==> config.mk <==
export PLATFORM = sky130hd
export DESIGN_NAME = mdr_execution_unit
export DESIGN_NICKNAME = d
export VERILOG_FILES = /design/src/rtl/mdr_execution_unit.sv
export SDC_FILE = /design/constraint.sdc
export NUM_CORES = 1
export LEC_CHECK = 0
export CORE_ASPECT_RATIO = 1.5
export CORE_MARGIN = 2
export CORE_UTILIZATION = 23
export CTS_CLUSTER_DIAMETER = 50
export DETAILED_ROUTE_END_ITERATION = 7
export SYNTH_ARGS = -nofsm -noshare
export SYNTH_HDL_FRONTEND = slang
export SYNTH_SLANG_ARGS = --single-unit
==> constraint.sdc <==
create_clock -name clk -period 3.5 [get_ports clk]
set_input_delay 1.05 -clock clk [delete_from_list [all_inputs] [get_ports clk]]
set_output_delay 1.05 -clock clk [all_outputs]
set_load 0.005 [all_outputs]
==> src/rtl/mdr_execution_unit.sv <==
// mdr_execution_unit: iterative unsigned multiply / divide / square-root engine.
// Accepts a level request (flagStart), captures the operands, runs one iteration
// per clock and holds Ready until the request is withdrawn.
//
// Optional feature macro: MDR_SQRT_EN. When it is defined, Op=10 computes the
// square root. When it is undefined, no sqrt datapath is built and Op=10 is
// rejected as an illegal op.
//
// Ports:
//   clk        system clock, rising edge
//   reset      synchronous, active-high
//   flagStart  level request, held until Ready
//   Op         00 mul, 01 div, 10 sqrt, 11 illegal
//   DataX      multiplicand / dividend / radicand
//   DataY      multiplier / divisor
//   Result     mul: product; div: {rem, quot}; sqrt: {rem, root}
//   Ready      result valid / request acknowledge
//   Busy       iterating
//   Error      divide by zero or unsupported op (valid with Ready)
module mdr_execution_unit #(
  parameter int unsigned WORD_LENGTH = 16
) (
  input  logic                       clk,
  input  logic                       reset,
  input  logic                       flagStart,
  input  logic [1:0]                 Op,
  input  logic [WORD_LENGTH-1:0]     DataX,
  input  logic [WORD_LENGTH-1:0]     DataY,
  output logic [2*WORD_LENGTH-1:0]   Result,
  output logic                       Ready,
  output logic                       Busy,
  output logic                       Error
);

  localparam int unsigned W  = WORD_LENGTH;
  localparam int unsigned CW = $clog2(W + 1);

  localparam logic [1:0] OP_MUL  = 2'b00;
  localparam logic [1:0] OP_DIV  = 2'b01;
  localparam logic [1:0] OP_SQRT = 2'b10;

  typedef enum logic [1:0] {S_IDLE, S_RUN, S_DONE} state_t;

  state_t          state, state_nxt;
  logic [CW-1:0]   cnt_q;
  logic [1:0]      op_q;
  logic [2*W-1:0]  a_q;     // shifted multiplicand
  logic [2*W-1:0]  acc_q;   // product accumulator
  logic [W-1:0]    b_q;     // multiplier / divisor / radicand shifter
  logic [W-1:0]    q_q;     // dividend-quotient shifter / root
  logic [W:0]      rem_q;   // partial remainder

  logic op_illegal_c, div_zero_c;
  logic load_c, iter_c, last_c;

  // Request classification at capture time
  always_comb begin
`ifdef MDR_SQRT_EN
    op_illegal_c = (Op == 2'b11);
`else
    op_illegal_c = Op[1];
`endif
    div_zero_c = (Op == OP_DIV) && (DataY == '0);
  end

  // State register; Ready/Busy registered from the next state
  always_ff @(posedge clk) begin
    if (reset) begin
      state <= S_IDLE;
      Ready <= 1'b0;
      Busy  <= 1'b0;
    end else begin
      state <= state_nxt;
      Ready <= (state_nxt == S_DONE);
      Busy  <= (state_nxt == S_RUN);
    end
  end

  // Next-state logic
  always_comb begin
    state_nxt = state;
    case (state)
      S_IDLE: if (flagStart) state_nxt = (op_illegal_c || div_zero_c) ? S_DONE : S_RUN;
      S_RUN:  if (cnt_q == CW'(1)) state_nxt = S_DONE;
      S_DONE: if (!flagStart) state_nxt = S_IDLE;
      default: state_nxt = S_IDLE;
    endcase
  end

  // Datapath control decode
  always_comb begin
    load_c = (state == S_IDLE) && flagStart;
    iter_c = (state == S_RUN);
    last_c = iter_c && (cnt_q == CW'(1));
  end

  // Shift-add multiply step
  logic [2*W-1:0] mul_acc_nxt;
  // Restoring divide step; the extra top bit of the trial holds the borrow
  logic [W+1:0]   div_shift, div_trial;
  logic [W:0]     div_rem_nxt;
  logic [W-1:0]   div_q_nxt;
  logic           div_neg;

  always_comb begin
    mul_acc_nxt = acc_q + (b_q[0] ? a_q : '0);
    div_shift   = {rem_q, q_q[W-1]};
    div_trial   = div_shift - {2'b00, b_q};
    div_neg     = div_trial[W+1];
    div_rem_nxt = div_neg ? div_shift[W:0] : div_trial[W:0];
    div_q_nxt   = {q_q[W-2:0], ~div_neg};
  end

`ifdef MDR_SQRT_EN
  // Digit-by-digit root: bring in two radicand bits, try subtracting 4*root+1
  logic [W+1:0] sq_shift, sq_trial;
  logic [W:0]   sq_rem_nxt;
  logic [W-1:0] sq_root_nxt;
  logic         sq_neg;

  always_comb begin
    sq_shift    = {rem_q[W-1:0], b_q[W-1:W-2]};
    sq_trial    = sq_shift - {q_q, 2'b01};
    sq_neg      = sq_trial[W+1];
    sq_rem_nxt  = sq_neg ? sq_shift[W:0] : sq_trial[W:0];
    sq_root_nxt = {q_q[W-2:0], ~sq_neg};
  end
`endif

  // Operand capture, iteration and result registers
  always_ff @(posedge clk) begin
    if (reset) begin
      op_q   <= '0;
      a_q    <= '0;
      acc_q  <= '0;
      b_q    <= '0;
      q_q    <= '0;
      rem_q  <= '0;
      cnt_q  <= '0;
      Result <= '0;
      Error  <= 1'b0;
    end else if (load_c) begin
      op_q  <= Op;
      Error <= 1'b0;
      a_q   <= (2*W)'(DataX);
      b_q   <= (Op == OP_SQRT) ? DataX : DataY;
      q_q   <= (Op == OP_DIV) ? DataX : '0;
      acc_q <= '0;
      rem_q <= '0;
      if (div_zero_c) begin
        Error  <= 1'b1;
        Result <= {DataX, {W{1'b1}}};
        cnt_q  <= '0;
      end else if (op_illegal_c) begin
        Error  <= 1'b1;
        Result <= '0;
        cnt_q  <= '0;
      end else begin
        cnt_q <= (Op == OP_SQRT) ? CW'(W / 2) : CW'(W);
      end
    end else if (iter_c) begin
      cnt_q <= cnt_q - CW'(1);
      case (op_q)
        OP_MUL: begin
          acc_q <= mul_acc_nxt;
          a_q   <= a_q << 1;
          b_q   <= b_q >> 1;
          if (last_c) Result <= mul_acc_nxt;
        end
        OP_DIV: begin
          rem_q <= div_rem_nxt;
          q_q   <= div_q_nxt;
          if (last_c) Result <= {div_rem_nxt[W-1:0], div_q_nxt};
        end
`ifdef MDR_SQRT_EN
        OP_SQRT: begin
          rem_q <= sq_rem_nxt;
          q_q   <= sq_root_nxt;
          b_q   <= {b_q[W-3:0], 2'b00};
          if (last_c) Result <= {sq_rem_nxt[W-1:0], sq_root_nxt};
        end
`endif
        default: ;
      endcase
    end
  end

endmodule

==> flow_summary.ini <==
[status]
outcome = finished, final reports clean

[drt]
vias = 9235
drtAntennaViolNets = 0
drc = 0
wl_per_cell_um = 17.0
drt_wl_total_um = 31700
drt_iter0_drc = 505
viasPerCell = 4.96
drt_pass1_iterations = 5

[die]
rows = 91
io_pins = 72
fp.dieArea_sq_um = 43300
fp.coreArea_sq_um = 41100
dieHeight_um = 254
start_util_pct = 23.3
die_w_um = 171

[global_route]
grt_max_degree = 72
gr-total-overflow = 0
antenna_found_initial = 0
grtUsageTotal_pct = 14.8
grt_pass1_vias = 9247
grt_pass1_wl_um = 49900

[pwr]
ir_drop_v = 0.000264
p_clk_share_pct = 41.7
pwr-share-seq_pct = 40.5
switching_share_pct = 28.4
p_per_area_nw_per_um2 = 415
p_switching_mw = 1.37
total_power_mw = 4.82
p_leak_nw = 4.30
comb_power_share_pct = 17.8
internal-power_mw = 3.45

[setup_path]
rrSetupSlack_ns = 0.27
crit_path_end = Result[16]
timing.rr.start = b_q[0]
path_class = flop to flop
cp.required_ns = 3.87
cp_max_fo = 6
critPathLaunch = b_q[0]
reg2reg_depth = 14
cp.arrival_ns = 3.59
critPathCaptureType = flop
r2r-end = Result[16]
start_kind = flop

[sta]
worst_clock_skew_ns = 0.0143
relSlewSlack_pct = 56.4
final_hold_viol_count = 0
setup_viol = 0
max_slew.worst_pin.slew_ns = 0.654
rsz0062_at_grt = false
finalCritPeriodShare_pct = 92.2
drv_slew = 0
max_freq_ghz = 0.310
fin_setup_tns_ns = 0
whs_ns = 0.458
fin_crit_ns = 3.23

[cts]
cts_buffers = 17
cts_tree = built
cts_setup_buffers = 0
cts.sinks = 157
clockBufferDepth = 2
cts_root_buf = clkbuf_16
htreeDepth = 4
worstSkewPairLatency_ns = 0.44
clk_pin_slew_ns = 0.07

[flow_run]
drv_cap = 0

[placement]
portBuffers = 71
hpwlAfterDp_um = 23400
gp_congestion = 0.870

[yosys]
netlist.area_leader.share_pct = 32.8
yosys.area.top_type = dfxtp_1
ys_ff_latch = 157
yosys-top-cells-area = dfxtp_1 33%, nand2_1 9.1%, ha_1 6.4%
synth_cell_type_count = 74
syn-num-nets = 1333
netlist_instances = 1245
ys.warnings.count = 0
yosysSeqAreaShare_pct = 32.8
avgSynthCellArea_sq_um = 7.69
syn_area_sq_um = 9570
synth_edf_count = 0
async_reset_ff_share_pct = 0
synth_ff_type = dfxtp_1

[final_layout]
area_growth_syn_to_layout_pct = 21.3
nets = 1379
final_layout_size_suffix_gt1_share_pct = 8.67
utilization_pct = 28.2
layout_commonest_cell = nand2_1
final_cell_mix = 230 x nand2_1, 157 x dfxtp_1, 123 x nor2_1
diodes = 0

[hold_path]
hold_path_class = flop to flop
-- layer usage --
metal  vias to the layer above  GRT usage, %  routed length (um)
met5                         -             0                   0
met4                         0          7.81                1480
met3                        66          2.54                1280
met2                       227          27.1               16200
met1                      4433          16.3               12700
li1                       4509             -                   -
-- final cells by class --
class / instances / area, sq um
fillers: 4421 / 29500
multi-input cells: 976 / 6000
flip-flops and latches: 157 / 3140
repair buffers: 110 / 1040
well taps: 558 / 698
clock buffers: 22 / 464
clock inverters: 9 / 159
inverters: 29 / 109
-- how the worst min path moves through the flow --
stage,start,end,slack [ns],cells past startpoint
2_1_floorplan,acc_q[26],acc_q[26],0.43,2
3_3_place_gp,acc_q[18],acc_q[18],0.44,2
3_5_place_dp,acc_q[12],acc_q[12],0.45,2
4_1_cts,acc_q[12],acc_q[12],0.46,2
5_1_grt,acc_q[12],acc_q[12],0.48,2
6_report,a_q[30],a_q[31],0.46,2
-- critical path, cell delays in order, from the launching register on --
cell and delay (ns):
dfxtp_1 0.33, buf_4 0.16, and2_1 0.15, ha_1 0.37, o21ai_0 0.12, buf_4 0.15
a211oi_1 0.36, a2111oi_2 0.12, buf_4 0.18, nor3_1 0.27, buf_4 0.17, nand2b_1 0.13
xor2_1 0.30, mux2i_1 0.16, o22ai_1 0.16
-- state kept, by name (all words and copies together) (netlist names) --
register,cells
acc_q,32
Error,1
op_q,2
Result,32
q_q,16
state,2
a_q,32
cnt_q,5
rem_q,17
Ready,1
Busy,1
b_q,16
-- synth_stat cells, drive strengths merged (23+ instances only) --
library cell,number
clkbuf,62
nand2,231
nor2b,23
a311oi,34
nor2,124
o21ai,55
inv,29
dfxtp,157
a211oi,61
ha,49
xnor2,31
a21oi,109
and2,32
-- per-stage QoR --
| step | worst slack, ns | instance area [sq um] | std cells |
|---|---|---|---|
| floorplan | 0.525 | 9570 | 1245 |
| CTS | 0.215 | 11600 | 1861 |
| global route | 0.0276 | 11600 | 1861 |
| detailed placement | 0.00281 | 11000 | 1830 |
| global placement | 0.0319 | 11000 | 1830 |
| finish | 0.273 | 11600 | 1861 |
-- power groups by stage --
stage / Combinational [mW] / Clock, mW / Sequential (mW)
5_1_grt: 0.937 / 2.13 / 1.96
4_1_cts: 0.853 / 2.05 / 1.95
3_3_place_gp: 0.840 / 0 / 1.99
3_5_place_dp: 0.846 / 0 / 1.99
2_1_floorplan: 0.543 / 0 / 1.97
6_report: 0.856 / 2.01 / 1.95
-- cell families after synthesis --
group | Yosys count | synth area share [%]
AOI/OAI and AO/OA | 373 | 26.7
adders and majority gates | 51 | 6.83
and+or+nand+nor | 487 | 22.4
muxes | 22 | 2.38
DFF | 157 | 32.8
xor gates and xnor gates | 43 | 3.94
buffers and inverters | 112 | 4.97
-- timing repair --
action                                  4_1_cts  5_1_grt
endpoints found under the setup margin        0        3
gates resized for setup                       0        1
hold buffers                                  0        0
hold endpoints to repair                      0        0
(Power assumes the default switching activity.)
